### config.mk
export PLATFORM = sky130hd
export DESIGN_NAME = ring_phase_monitor
export DESIGN_NICKNAME = d
export VERILOG_FILES = /design/src/rtl/ring_phase_monitor.sv
export SDC_FILE = /design/constraint.sdc
export NUM_CORES = 1
export LEC_CHECK = 0
export ABC_AREA = 1
export CAP_MARGIN = 25
export CORE_MARGIN = 2
export CORE_UTILIZATION = 24
export CTS_CLUSTER_SIZE = 8
export DETAILED_ROUTE_END_ITERATION = 10
export PLACE_DENSITY = 0.47
export SLEW_MARGIN = 20
export SYNTH_ARGS = -nofsm -noshare
export SYNTH_HDL_FRONTEND = slang
export SYNTH_SLANG_ARGS = --single-unit
### constraint.sdc
create_clock -name clock -period 3.6 [get_ports clock]
set_input_delay 0.54 -clock clock [delete_from_list [all_inputs] [get_ports clock]]
set_output_delay 0.54 -clock clock [all_outputs]
set_load 0.01 [all_outputs]
### src/rtl/ring_phase_monitor.sv
// Phase monitor for an 8-bit one-hot ring counter.
// Tracks phase, validates each step, counts revolutions, and requests a resync after repeated faults.
module ring_phase_monitor #(
  parameter int REV_WIDTH = 8,
  parameter int ERR_LIMIT = 3
) (
  input  logic                 clock,
  input  logic                 reset_n,
  input  logic                 enable,
  input  logic [7:0]           ring,
  input  logic                 resync_ack,
  input  logic                 err_clear,
  output logic [2:0]           phase,
  output logic                 phase_valid,
  output logic                 wrap,
  output logic [REV_WIDTH-1:0] rev_count,
  output logic                 error,
  output logic                 resync_req
);

  typedef enum logic [1:0] {IDLE, TRACK, REQ} state_t;

  localparam logic [3:0] ERR_LIMIT_C = 4'(ERR_LIMIT);

  state_t               state_q, state_d;
  logic [7:0]           prev_ring_q, prev_ring_d;
  logic                 prev_en_q, prev_en_d;
  logic [3:0]           err_cnt_q, err_cnt_d;
  logic [2:0]           phase_q, phase_d;
  logic                 phase_valid_q, phase_valid_d;
  logic                 wrap_q, wrap_d;
  logic [REV_WIDTH-1:0] rev_count_q, rev_count_d;
  logic                 error_q, error_d;
  logic                 resync_req_q, resync_req_d;

  logic       sample_legal;
  logic [2:0] sample_index;
  logic [7:0] expected_ring;
  logic       track_good;
  logic       track_bad;
  logic       wrap_step;
  logic [3:0] err_cnt_inc;

  // Sample classification: one-hot test, encoder, and the step expected from the previous sample.
  always_comb begin
    sample_legal  = (ring != 8'h00) && ((ring & (ring - 8'd1)) == 8'h00);
    sample_index  = 3'd0;
    for (int i = 0; i < 8; i++) begin
      if (ring[i]) sample_index = 3'(i);
    end
    expected_ring = prev_en_q ? {prev_ring_q[6:0], prev_ring_q[7]} : prev_ring_q;
    track_good    = (state_q == TRACK) && sample_legal && (ring == expected_ring);
    track_bad     = (state_q == TRACK) && !(sample_legal && (ring == expected_ring));
    wrap_step     = track_good && prev_en_q && (prev_ring_q == 8'h80) && (ring == 8'h01);
    err_cnt_inc   = err_cnt_q + 4'd1;
  end

  always_ff @(posedge clock or negedge reset_n) begin
    if (!reset_n) state_q <= IDLE;
    else          state_q <= state_d;
  end

  always_comb begin
    state_d = state_q;
    unique case (state_q)
      IDLE:    if (sample_legal) state_d = TRACK;
      TRACK:   if (track_bad && (err_cnt_inc == ERR_LIMIT_C)) state_d = REQ;
      REQ:     if (resync_ack) state_d = IDLE;
      default: state_d = IDLE;
    endcase
  end

  // Error flag set takes priority over a simultaneous clear; resync leaves it untouched.
  always_comb begin
    prev_ring_d   = ring;
    prev_en_d     = enable;
    phase_d       = phase_q;
    phase_valid_d = 1'b0;
    wrap_d        = wrap_step;
    rev_count_d   = rev_count_q + {{(REV_WIDTH-1){1'b0}}, wrap_step};
    err_cnt_d     = err_cnt_q;
    error_d       = track_bad | (error_q & ~err_clear);
    resync_req_d  = (state_d == REQ);
    unique case (state_q)
      IDLE: begin
        if (sample_legal) phase_d = sample_index;
      end
      TRACK: begin
        if (track_good) begin
          phase_d       = sample_index;
          phase_valid_d = 1'b1;
          err_cnt_d     = 4'd0;
        end else begin
          err_cnt_d = err_cnt_inc;
        end
      end
      REQ: begin
        if (resync_ack) err_cnt_d = 4'd0;
      end
      default: err_cnt_d = 4'd0;
    endcase
  end

  always_ff @(posedge clock or negedge reset_n) begin
    if (!reset_n) begin
      prev_ring_q   <= 8'h00;
      prev_en_q     <= 1'b0;
      err_cnt_q     <= 4'd0;
      phase_q       <= 3'd0;
      phase_valid_q <= 1'b0;
      wrap_q        <= 1'b0;
      rev_count_q   <= '0;
      error_q       <= 1'b0;
      resync_req_q  <= 1'b0;
    end else begin
      prev_ring_q   <= prev_ring_d;
      prev_en_q     <= prev_en_d;
      err_cnt_q     <= err_cnt_d;
      phase_q       <= phase_d;
      phase_valid_q <= phase_valid_d;
      wrap_q        <= wrap_d;
      rev_count_q   <= rev_count_d;
      error_q       <= error_d;
      resync_req_q  <= resync_req_d;
    end
  end

  assign phase       = phase_q;
  assign phase_valid = phase_valid_q;
  assign wrap        = wrap_q;
  assign rev_count   = rev_count_q;
  assign error       = error_q;
  assign resync_req  = resync_req_q;

endmodule

==> reports/results.tsv <==
metric	value	unit
status	completed	
drive_above_1_share	11.33	%
wl_per_cell	10.54	µm
finalSetupTns	0	ps
slowest_stage	clkdlybuf4s50_1	
yosysUniqueCellTypes	25	
fin_crit_sh	75.30	%
syn-cell-area	0.001690	mm²
highest_layer	met4	
cts_setup_buffers	0	
cts-buffers-inserted	5	
worstPathRequired	3810	ps
fin_worst_skew	4.236	ps
rsz0062_at_grt	no	
drc	0	
die_h	87.93	µm
yosys_warnings	0	
grt.total_usage	11.12	%
yosysSeqAreaShare	44.41	%
drtIter0Drc	64	
worstPathArrival	2920	ps
cts-resized-gates	0	
io_buffers	27	
cp-start-kind	input pin	
path_cells	clkdlybuf4s50_1, nor2_4, nand2_4, o21ai_2, nand4_1, nor2_1, nand2_2, nor2_1, ha_1, and3_1, nand4_1, nor2_1, xor2_1	
timing.slew.headroom	71.05	%
synthCells	221	
antenna_found_initial	0	
globalplace.congestion	0.8436	
route.antenna.remaining_nets	0	
insertion_delay	280	ps
ys_seq_elements	30	
place_hpwl	2842	µm
critical_path.max_fanout	8	
power.density	435.4	mW/mm²
hold_viol_final	0	
ios	28	
cpPeakStageDelay	570	ps
viasPerCell	4.116	
clk_pin_slew	70	ps
p_leak	1.124	nW
crit_path_end_kind	flip-flop	
worstSetupPathType	in -> reg	
core	0.006794	mm²
syn-num-nets	238	
final_nets	272	
ir_worst_vdd	0.0002235	V
crit_buf_inv	1	
drt_pre_antenna_iters	4	
clockRootBuffer	clkbuf_8	
drt_wl_total	3710	µm
htree_levels	2	
max-cap-violations	0	
clock-sinks	30	
vias	1449	
placementRows	30	
hold_class	reg -> reg	
path_common_cell	nor2_1	
antennaDiodeCount	0	
met1_length	1754	µm
initial_utilization	24.88	%
worst_pin_slew	434.3	ps
fin_util	31.97	%
syn_avg_cell_area	7.649	µm²
cts_tree	yes	
grt_max_degree	31	
cts_buffer_depth	2	
wl_met3	182	µm
die_w	87.93	µm
cp_top_family	simple AND/OR/NAND/NOR gates	
grt_pass1_vias	1440	
setup_viol	0	
fmax	0.3689	GHz
overflow	0	
grt_pass1_wl	6541	µm
maxSlewViolCount	0	
period_minus_slack	2711	ps
met2_length	1679	µm
area_growth	28.50	%
cts_hold_buf	0	
die_area	0.007731	mm²
[cell usage after synthesis]
| cell | count | share of area (%) |
|---|---|---|
| inv_2 | 2 | 0.44 |
| dfrtp_1 | 30 | 44 |
| o21bai_1 | 1 | 0.44 |
| a21oi_1 | 3 | 0.89 |
| nor2_1 | 15 | 3.3 |
| nand2_1 | 74 | 16 |
| o21ai_2 | 1 | 0.52 |
| inv_1 | 26 | 5.8 |
| nor2_2 | 3 | 1.1 |
| nor4_1 | 1 | 0.37 |
| xnor2_1 | 3 | 1.6 |
| buf_6 | 1 | 0.67 |
| xor2_1 | 5 | 2.6 |
| nand3_1 | 26 | 7.7 |
| o21ai_1 | 1 | 0.30 |
| nand2_2 | 6 | 2.2 |
| ha_1 | 4 | 3.0 |
| nor3_1 | 1 | 0.30 |
| o21ai_0 | 6 | 1.8 |
| or2_2 | 1 | 0.37 |
| and3_1 | 1 | 0.37 |
| nor2_4 | 2 | 1.3 |
| nand2_4 | 1 | 0.67 |
| nand4_1 | 3 | 1.1 |
| nand3_2 | 4 | 2.4 |
[worst paths after layout]
check                        startpoint        endpoint  slack [ps]  cells after the start
max                             ring[2]    rev_count[7]         890                     13
min                        rev_count[7]    rev_count[7]         470                      1
max reg2reg                   prev_en_q    rev_count[7]         900                     15
min reg2reg                rev_count[7]    rev_count[7]         470                      1
max in group asynchronous       reset_n  prev_ring_q[4]        2670                      2
min in group asynchronous       reset_n  prev_ring_q[3]         630                      2
[metrics by stage]
stage	cell area, µm²	instances	hold WS [ps]	setup WS [ps]	power, mW
after floorplan	1690	221	244.4	1424	0.5602
after global placement	2077	344	471.5	649.3	0.6634
after detailed placement	2077	344	463.1	573.2	0.6635
after CTS	2172	352	472.6	870.6	0.9613
after global routing	2172	352	492.8	578.5	1.015
final	2172	352	473.6	889.3	0.9458
[power by group]
group	switching [mW]	internal (mW)	leakage, nW
sequential	0.0345	0.385	0.384
combinational	0.127	0.105	0.694
clock	0.141	0.154	0.0472
[area by class of cell]
type / instances / area (µm²)
Clock inverter: 2 / 12.51
Clock buffer: 6 / 82.58
Fill cell: 731 / 4622
Multi-Input combinational cell: 162 / 823.3
Sequential cell: 30 / 750.7
Inverter: 28 / 105.1
Tap cell: 96 / 120.1
Timing Repair Buffer: 28 / 277.8
[layer usage]
| metal | up-vias | track usage, % |
|---|---|---|
| met5 | - | 0 |
| met4 | 0 | 5.594 |
| met3 | 10 | 2.639 |
| met2 | 35 | 17.42 |
| met1 | 644 | 14.33 |
| li1 | 760 | - |
[flip-flops by register name (all words and copies together), names as in the netlist]
register and flops:
wrap 1, resync_req 1, prev_en_q 1, phase_valid 1, prev_ring_q 8, err_cnt_q 4, error 1, state_q 2
rev_count 8, phase 3
[placed cells by master, fill, tap and decap left out, types with 2 or more instances in the layout]
cell type	instances
ha_1	4
nand2_2	6
o21ai_0	6
dfrtp_1	30
a21oi_1	3
clkdlybuf4s50_1	27
inv_1	26
nand3_1	26
xnor2_1	3
nand2_1	74
nand3_2	4
nor2_2	3
nor2_4	2
nor2_1	15
xor2_1	5
inv_2	2
nand4_1	3
clkbuf_8	6
[logic make-up (layout without fill, tap and decap cells)]
family	count (synthesis)	after routing	share of synthesized area (%)
xor gates and xnor gates	8	8	4.145
AOI/OAI and AO/OA	12	12	3.923
DFF	30	30	44.41
adders and majority gates	4	4	2.961
and+or+nand+nor	138	138	37.68
buffers and inverters	29	64	6.884
No activity file was read; power rests on OpenSTA's default activity.
